`src/rtl/alu_arbiter_if.sv`:
```
`default_nettype none
// ============================================================================
// Module   : alu_arbiter_if
// Purpose  : Request/response handshake bundle between requesters and the
//            shared ALU arbiter.
// Revision : 1.0
// ============================================================================
interface alu_arbiter_if;
    logic [1:0]  ReqValid;
    logic [1:0]  ReqReady;
    logic [3:0]  ReqControl;
    logic [63:0] ReqSrcA;
    logic [63:0] ReqSrcB;
    logic [1:0]  RspValid;
    logic [1:0]  RspReady;
    logic [31:0] RspResult;
    logic [3:0]  RspFlags;

    // Requester side
    modport master (
        output ReqValid, ReqControl, ReqSrcA, ReqSrcB, RspReady,
        input  ReqReady, RspValid, RspResult, RspFlags
    );

    // Arbiter side
    modport slave (
        input  ReqValid, ReqControl, ReqSrcA, ReqSrcB, RspReady,
        output ReqReady, RspValid, RspResult, RspFlags
    );
endinterface
`default_nettype wire

```
`src/rtl/alu_arbiter.sv`:
```
`default_nettype none
// ============================================================================
// Module   : alu_arbiter (with embedded alu)
// Purpose  : Two-requester arbiter sharing one 32-bit ALU, one op in flight.
// Revision : 1.0
// ============================================================================
module alu (
    input  wire logic [31:0] SrcA,
    input  wire logic [31:0] SrcB,
    input  wire logic [1:0]  ALUControl,
    output logic      [31:0] ALUResult,
    output logic      [3:0]  ALUFlags
);
    logic [31:0] b_mux;
    logic [32:0] sum;

    always_comb begin
        b_mux = ALUControl[0] ? ~SrcB : SrcB;
        sum   = {1'b0, SrcA} + {1'b0, b_mux} + {32'b0, ALUControl[0]};
        case (ALUControl)
            2'b00, 2'b01: ALUResult = sum[31:0];
            2'b10:        ALUResult = SrcA & SrcB;
            default:      ALUResult = SrcA | SrcB;
        endcase
        // Carry and overflow are only meaningful for the adder ops
        ALUFlags[3] = ALUResult[31];
        ALUFlags[2] = (ALUResult == 32'd0);
        ALUFlags[1] = ~ALUControl[1] & sum[32];
        ALUFlags[0] = ~ALUControl[1] & ~(SrcA[31] ^ SrcB[31] ^ ALUControl[0])
                      & (SrcA[31] ^ sum[31]);
    end
endmodule

module alu_arbiter #(
    parameter int PRIORITY_MODE = 0
) (
    input  wire logic    clk,
    input  wire logic    reset,
    alu_arbiter_if.slave bus
);
    typedef enum logic [1:0] {
        IDLE = 2'd0,
        EXEC = 2'd1,
        RESP = 2'd2
    } state_t;

    state_t      state_q, state_d;
    logic        winner_q, winner_d;
    logic        last_q, last_d;
    logic [1:0]  op_ctrl_q, op_ctrl_d;
    logic [31:0] op_a_q, op_a_d;
    logic [31:0] op_b_q, op_b_d;
    logic [31:0] rsp_result_q, rsp_result_d;
    logic [3:0]  rsp_flags_q, rsp_flags_d;

    logic        pick;
    logic [1:0]  req_ready;
    logic [1:0]  rsp_valid;
    logic [31:0] alu_result;
    logic [3:0]  alu_flags;

    alu u_alu (
        .SrcA       (op_a_q),
        .SrcB       (op_b_q),
        .ALUControl (op_ctrl_q),
        .ALUResult  (alu_result),
        .ALUFlags   (alu_flags)
    );

    always_comb begin
        // Winner when both are valid: requester 0 in fixed mode, else the one not last served
        if (PRIORITY_MODE == 1) begin
            pick = ~bus.ReqValid[0];
        end else if (bus.ReqValid == 2'b11) begin
            pick = ~last_q;
        end else begin
            pick = bus.ReqValid[1];
        end
    end

    always_comb begin
        state_d      = state_q;
        winner_d     = winner_q;
        last_d       = last_q;
        op_ctrl_d    = op_ctrl_q;
        op_a_d       = op_a_q;
        op_b_d       = op_b_q;
        rsp_result_d = rsp_result_q;
        rsp_flags_d  = rsp_flags_q;
        req_ready    = 2'b00;
        rsp_valid    = 2'b00;

        case (state_q)
            IDLE: begin
                if (bus.ReqValid != 2'b00) begin
                    req_ready = pick ? 2'b10 : 2'b01;
                    winner_d  = pick;
                    op_ctrl_d = pick ? bus.ReqControl[3:2] : bus.ReqControl[1:0];
                    op_a_d    = pick ? bus.ReqSrcA[63:32]  : bus.ReqSrcA[31:0];
                    op_b_d    = pick ? bus.ReqSrcB[63:32]  : bus.ReqSrcB[31:0];
                    state_d   = EXEC;
                end
            end
            EXEC: begin
                rsp_result_d = alu_result;
                rsp_flags_d  = alu_flags;
                state_d      = RESP;
            end
            RESP: begin
                rsp_valid = winner_q ? 2'b10 : 2'b01;
                if (bus.RspReady[winner_q]) begin
                    last_d  = winner_q;
                    state_d = IDLE;
                end
            end
            default: state_d = IDLE;
        endcase
    end

    always_ff @(posedge clk) begin
        if (reset) begin
            state_q      <= IDLE;
            winner_q     <= 1'b0;
            last_q       <= 1'b1;
            op_ctrl_q    <= 2'b00;
            op_a_q       <= 32'd0;
            op_b_q       <= 32'd0;
            rsp_result_q <= 32'd0;
            rsp_flags_q  <= 4'd0;
        end else begin
            state_q      <= state_d;
            winner_q     <= winner_d;
            last_q       <= last_d;
            op_ctrl_q    <= op_ctrl_d;
            op_a_q       <= op_a_d;
            op_b_q       <= op_b_d;
            rsp_result_q <= rsp_result_d;
            rsp_flags_q  <= rsp_flags_d;
        end
    end

    assign bus.ReqReady  = req_ready;
    assign bus.RspValid  = rsp_valid;
    assign bus.RspResult = rsp_result_q;
    assign bus.RspFlags  = rsp_flags_q;
endmodule
`default_nettype wire

```
`src/flat_wrapper.sv`:
```
// flat-port wrapper written by rule: the top's interface ports become plain ports
module alu_arbiter_flat 
#(
    parameter int PRIORITY_MODE = 0
)
  (clk, reset, bus_ReqValid, bus_ReqControl, bus_ReqSrcA, bus_ReqSrcB, bus_RspReady, bus_ReqReady, bus_RspValid, bus_RspResult, bus_RspFlags);
  alu_arbiter_if bus_i ();
  input  wire logic clk;
  input  wire logic reset;
  input wire logic [$bits(bus_i.ReqValid)-1:0] bus_ReqValid;
  input wire logic [$bits(bus_i.ReqControl)-1:0] bus_ReqControl;
  input wire logic [$bits(bus_i.ReqSrcA)-1:0] bus_ReqSrcA;
  input wire logic [$bits(bus_i.ReqSrcB)-1:0] bus_ReqSrcB;
  input wire logic [$bits(bus_i.RspReady)-1:0] bus_RspReady;
  output wire logic [$bits(bus_i.ReqReady)-1:0] bus_ReqReady;
  output wire logic [$bits(bus_i.RspValid)-1:0] bus_RspValid;
  output wire logic [$bits(bus_i.RspResult)-1:0] bus_RspResult;
  output wire logic [$bits(bus_i.RspFlags)-1:0] bus_RspFlags;
  assign bus_i.ReqValid = bus_ReqValid;
  assign bus_i.ReqControl = bus_ReqControl;
  assign bus_i.ReqSrcA = bus_ReqSrcA;
  assign bus_i.ReqSrcB = bus_ReqSrcB;
  assign bus_i.RspReady = bus_RspReady;
  assign bus_ReqReady = bus_i.ReqReady;
  assign bus_RspValid = bus_i.RspValid;
  assign bus_RspResult = bus_i.RspResult;
  assign bus_RspFlags = bus_i.RspFlags;
  alu_arbiter #(.PRIORITY_MODE(PRIORITY_MODE)) u_core (.clk(clk), .reset(reset), .bus(bus_i));
endmodule
```
`config.mk`:
```
export PLATFORM = sky130hd
export DESIGN_NAME = alu_arbiter_flat
export DESIGN_NICKNAME = d
export VERILOG_FILES = /design/src/rtl/alu_arbiter_if.sv /design/src/rtl/alu_arbiter.sv /design/src/flat_wrapper.sv
export SDC_FILE = /design/constraint.sdc
export NUM_CORES = 1
export LEC_CHECK = 0
export CAP_MARGIN = 10
export CORE_AREA = 2 2 121 123
export CTS_CLUSTER_DIAMETER = 100
export CTS_CLUSTER_SIZE = 14
export DETAILED_ROUTE_END_ITERATION = 10
export DIE_AREA = 0 0 123 125
export GPL_ROUTABILITY_DRIVEN = 0
export PLACE_DENSITY = 0.85
export SETUP_SLACK_MARGIN = 0.3
export SLEW_MARGIN = 15
export SYNTH_ARGS = -nofsm -noshare
export SYNTH_HDL_FRONTEND = slang
export SYNTH_HIERARCHICAL = 1
export SYNTH_SLANG_ARGS = --single-unit
```
`constraint.sdc`:
```
create_clock -name clk -period 17.25 [get_ports clk]
set_clock_uncertainty 0.2 [all_clocks]
set_input_delay 3.45 -clock clk [delete_from_list [all_inputs] [get_ports clk]]
set_output_delay 3.45 -clock clk [all_outputs]
set_load 0.005 [all_outputs]
```
; After elaboration in Yosys (flattened, before gate mapping)
; Cells that the tools add are included.
[op_classes]
magnitude_cmp = 1
bitwise_logic = 12
reduce_logical = 8
eq_ne = 7
n_addsub = 2
mux = 16
[ops]
columns = operator, count
row1 = 2-to-1 mux 32 bit, 3
row2 = one-hot mux 32 bit (2 select lines), 1
row3 = adder 32 x 32 -> 33 bit, 1
row4 = adder 33 x 1 -> 33 bit, 1
row5 = bitwise AND 32 bit, 1
row6 = logical NOT 32 bit, 1
row7 = NOT 32 bit, 1
row8 = OR 32 bit, 1
row9 = 2-to-1 mux 2 bit, 8
row10 = "== test 2 bit, second input constant", 3
row11 = one-hot mux 2 bit (3 select lines), 1
row12 = AND reduction 2 bit, 3
row13 = "== test 2 x 1 -> 1 bit, second input constant", 2
row14 = logical NOT 2 bit, 2
row15 = "inequality test 2 x 1 -> 1 bit, second input constant", 2
row16 = bitwise AND 1 bit, 3
row17 = 2-to-1 mux 1 bit, 3
row18 = NOT 1 bit, 3
row19 = bitwise XOR 1 bit, 3
row20 = "< comparator 1 x 2 -> 1 bit, second input constant", 1
row21 = nonzero test 2 bit, 1
row22 = OR reduction 2 bit, 1
[word_totals]
in_bits = 138
word_cells = 54
output_inout_bits = 40
reg_bits = 106

; Depth between registers and ports, before layout
[depth]
ltp_word = 6
depth_mapped = 20
mapped_depth_nobuf = 15

; Cells and area by module
; The synthesis kept the hierarchy.
[modules_own_cells]
columns = module, n_inst, cells_each, area_per_inst_um2, seq_area_each_um2
row1 = alu_arbiter, 1, 570, 4526.8, 2122.0
row2 = alu, 1, 427, 3021.6, 0.0

; Least setup slack after synthesis
; OpenSTA, ideal clock, no wires.
[synth_path]
path_kind = input-to-output
startpoint = input port bus_ReqValid[0]
endpoint = output port bus_ReqReady[1]
setup_slack_ps = 9414
t_arrival_ps = 4186
path_stages = 6
path_buffers = 3
t_required_ps = 13600
path_cell_list = buf_6 -> a21boi_2 -> buf_4 -> buf_4 -> nand2_1 -> inv_1
[synth_via]
elab_chain_cells = 5
word_cells_on_any_way = 6
classes_between = 1 x eq/ne / 4 x mux / 1 x reduce/logical
[synth_rtl]
columns = item, line_no
row1 = "start, declared", flat_wrapper.sv:10  ; input wire logic [$bits(bus_i.ReqValid)-1:0] bus_ReqValid;
row2 = == test 2 bit, alu_arbiter.sv:74  ; end else if (bus.ReqValid == 2'b11) begin
row3 = 2-to-1 mux 1 bit, alu_arbiter.sv:74
row4 = 2-to-1 mux 2 bit, alu_arbiter.sv:96  ; req_ready = pick ? 2'b10 : 2'b01;
row5 = 2-to-1 mux 2 bit (*), alu_arbiter.sv:95  ; if (bus.ReqValid != 2'b00) begin
row6 = 2-to-1 mux 2 bit (*), alu_arbiter.sv:93  ; case (state_q)
row7 = "end, declared", flat_wrapper.sv:15  ; output wire logic [$bits(bus_i.ReqReady)-1:0] bus_ReqReady;
; Every way passes the cells marked *; elsewhere a longest branch is shown, timed or not.

; Worst setup path in the final report
[layout_path]
startpoint = input port bus_ReqValid[1]
endpoint = output port bus_ReqReady[1]
; Same word-level chain as after synthesis.

==> impl_metrics.env <==
export IMPL_status="completed"
export IMPL_fin_crit_ns=9.50
export IMPL_hold_path_end="u_core/bus.RspResult[4]"
export IMPL_grt_pass1_vias=7239
export IMPL_hpwlAfterDp_um=16600
export IMPL_post_route_period_util_pct=55.1
export IMPL_crit_fanout=49
export IMPL_antennaDiodeCount=0
export IMPL_antenna_found_initial=0
export IMPL_die_h_um=125
export IMPL_cts_setup_buffers=0
export IMPL_row_count=44
export IMPL_drt_pre_antenna_iters=5
export IMPL_cts_sinks=106
export IMPL_crit_slowest_cell="clkdlybuf4s50_1"
export IMPL_cts_buffers=9
export IMPL_drive_gt1_share_pct=4.31
export IMPL_clockRootBuffer="clkbuf_16"
export IMPL_worstHoldStart="u_core/bus.RspResult[4]"
export IMPL_grt_ovfl_total=0
export IMPL_syn_inst=997
export IMPL_critPathMostFrequentCell="clkdlybuf4s50_1"
export IMPL_pin_count=178
export IMPL_max_slew_margin_pct=25.5
export IMPL_drc=0
export IMPL_reg2reg_depth=15
export IMPL_syn_nets=1177
export IMPL_fillerInstances=1237
export IMPL_ir_drop_uv=50.4
export IMPL_crit_path_start_kind="primary input"
export IMPL_synth_warnings=6
export IMPL_r2r_slack_ns=11.82
export IMPL_nets=1290
export IMPL_postCtsHoldBufs=0
export IMPL_routed_wl_um=23100
export IMPL_setup_violations_final=0
export IMPL_clk_insertion_delay_late_ns=0.37
export IMPL_async_reset_ff_share_pct=0
export IMPL_worstPathArrival_ns=5.85
export IMPL_slowest_delay_ns=0.58
export IMPL_io_buffers=177
export IMPL_yosysTopAreaCellShare_pct=28.1
export IMPL_yosys_top_cells_area="dfxtp_1 (28%), nand2_1 (7.6%), ha_1 (6.8%)"
export IMPL_core_area_um2=14200
export IMPL_postRouteAntennaNets=0
export IMPL_grt_pass1_wl_um=36800
export IMPL_worstReg2RegEnd="u_core/bus.RspFlags[2]"
export IMPL_initial_core_util_pct=53.1
export IMPL_cts_resized=0
export IMPL_path_clk_slew_ns=0.07
export IMPL_final_core_util_pct=67.0
export IMPL_routed_via_density=6.23
export IMPL_grt_setup_unrepaired="no"
export IMPL_crit_path_start="bus_ReqValid[1]"
export IMPL_path_delay_family="buffers and inverters"
export IMPL_grt_max_degree=115
export IMPL_critPathRequiredTime_ns=13.60
export IMPL_crit_chain="clkdlybuf4s50_1 -> a21boi_4 -> buf_4 -> nand2_1 -> inv_1 -> clkdlybuf4s50_1"
export IMPL_p_leak_nw=3.65
export IMPL_fmax_mhz=105
export IMPL_yosysTopAreaCell="dfxtp_1"
export IMPL_wl_per_cell_um=17.8
export IMPL_ys_flop_type="dfxtp_1"
export IMPL_cts_tree="yes"
export IMPL_synth_edf_count=0
export IMPL_critPathBufInv=4
export IMPL_finalMaxSlewViolations=0
export IMPL_power_density_nw_per_um2=89.6
export IMPL_hold_class="reg -> reg"
export IMPL_die_width_um=123
export IMPL_maxCapViolations=0
export IMPL_dp_cells=1283
export IMPL_synth_cell_types=73
export IMPL_setup_tns_ns=0
export IMPL_worstHoldPathCells=2
export IMPL_synth_seq_cells=106
export IMPL_grt_usage_pct=29.7
export IMPL_tightest_slew_ns=1.12
export IMPL_avgSynthCellArea_um2=7.57
export IMPL_h_tree_depth=3
export IMPL_die_area_um2=15400
export IMPL_drtIter0Drc=906
export IMPL_worst_setup_path_type="in -> out"
export IMPL_hold_viol=0
export IMPL_endpoint_kind="primary output"
export IMPL_areaGrowthSynthToFinish_pct=26.1
export IMPL_fin_cells=1298
export IMPL_ys_seq_area_share_pct=28.1
export IMPL_vias=8088
export IMPL_clk_path_buf_depth=2
export IMPL_reg2reg_from="u_core/op_ctrl_q[0]"
export IMPL_syn_area_um2=7550
## synthesized netlist by cell type (3+ instances only)
| library cell | count |
|---|---|
| nand2_1 | 152 |
| dfxtp_1 | 106 |
| a21oi_1 | 95 |
| o21ai_0 | 83 |
| nand3_1 | 57 |
| a31oi_1 | 54 |
| nand4_1 | 54 |
| ha_1 | 41 |
| xor2_1 | 39 |
| clkbuf_1 | 37 |
| buf_2 | 27 |
| maj3_1 | 23 |
| nor2_1 | 21 |
| a311oi_1 | 19 |
| inv_1 | 13 |
| a21o_1 | 12 |
| nor3_1 | 12 |
| xnor2_1 | 11 |
| buf_4 | 10 |
| and2_1 | 8 |
| o21a_1 | 8 |
| and3_1 | 6 |
| buf_1 | 6 |
| or4_1 | 6 |
| o211ai_1 | 5 |
| clkbuf_2 | 4 |
| mux2i_1 | 4 |
| nand2b_1 | 4 |
| nor2b_1 | 4 |
| o22ai_1 | 4 |
| o31ai_1 | 4 |
| a211o_1 | 3 |
| a211oi_1 | 3 |
| a21boi_0 | 3 |
| o31a_1 | 3 |
| or2_2 | 3 |
| or3_1 | 3 |
## flip-flops by register name, indices dropped and copies added, names as in the netlist
signal,cells
u_core/bus.RspResult,32
u_core/op_a_q,32
u_core/op_b_q,32
u_core/bus.RspFlags,4
u_core/op_ctrl_q,2
u_core/state_q,2
u_core/last_q,1
u_core/winner_q,1
## power by group
group | switching (mW) | internal [mW]
logic | 0.193 | 0.152
clock network | 0.0985 | 0.112
registers | 0.0272 | 0.271
## stage by stage
stage	total power, mW	setup WS, ns	area, um2	hold WS [ns]
finish	0.853	7.75	9520	0.253
global route	0.899	7.60	9520	0.270
CTS	0.846	7.80	9520	0.257
detailed placement	0.638	7.82	9230	0.246
global placement	0.629	7.87	9230	0.242
floorplan	0.530	9.41	7550	0.253
## logic make-up after synthesis
group                    after synthesis  synth area share [%]
XOR/XNOR                              51                  6.10
AND/OR/NAND/NOR                      347                  22.5
AO/OA/AOI/OAI                        321                  26.0
buffers and inverters                100                  6.18
flip-flops                           106                  28.1
adder cells (fa/ha/maj)               67                  10.4
multiplexers                           5                 0.680
## worst register-to-register path: cells and delay by family (launching register included)
kind / cells / cell delay, ns
flip-flops: 1 / 0.32
AO/OA/AOI/OAI: 3 / 0.42
AND/OR/NAND/NOR: 9 / 2.83
adder cells (fa/ha/maj): 1 / 0.51
buffers and inverters: 1 / 0.67
multiplexers: 1 / 0.41
## how the worst max path moves through the flow
stage                           end  cells after the start  slack, ns
CTS                 bus_ReqReady[1]                      6       7.80
global route        bus_ReqReady[1]                      6       7.60
finish              bus_ReqReady[1]                      6       7.75
detailed placement  bus_ReqReady[1]                      6       7.82
floorplan           bus_ReqReady[1]                      6       9.41
global placement    bus_ReqReady[1]                      6       7.87
## layer usage
| metal | vias up | global-route usage (%) | part of all wire (%) |
|---|---|---|---|
| met4 | 0 | 9.09 | 1.6 |
| li1 | 3903 | - | - |
| met2 | 407 | 43.5 | 44 |
| met1 | 3746 | 44.4 | 44 |
| met3 | 32 | 4.93 | 10 |
| met5 | - | 0 | 0 |
## cell type report
type / instances / area (um2) / share of cell area (%)
Clock inverter: 6 / 67.6 / 0.710
Tap cell: 184 / 230 / 2.42
Clock buffer: 9 / 225 / 2.37
Timing Repair Buffer: 188 / 1840 / 19.4
Sequential cell: 106 / 2120 / 22.3
Inverter: 14 / 52.6 / 0.552
Multi-Input combinational cell: 791 / 4970 / 52.3
## cells in the final DEF (no fill, tap or decap), types with 11 or more instances in the layout
master	netlist	routed
clkdlybuf4s50_1	0	175
nand2_1	152	152
dfxtp_1	106	105
a21oi_1	95	95
o21ai_0	83	83
nand3_1	57	57
a31oi_1	54	54
nand4_1	54	54
ha_1	41	41
xor2_1	39	39
maj3_1	23	23
nor2_1	21	21
a311oi_1	19	19
inv_1	13	13
nor3_1	12	12
a21o_1	12	12
buf_4	10	11
xnor2_1	11	11
Note: power is estimated with default switching activity, not from simulation.
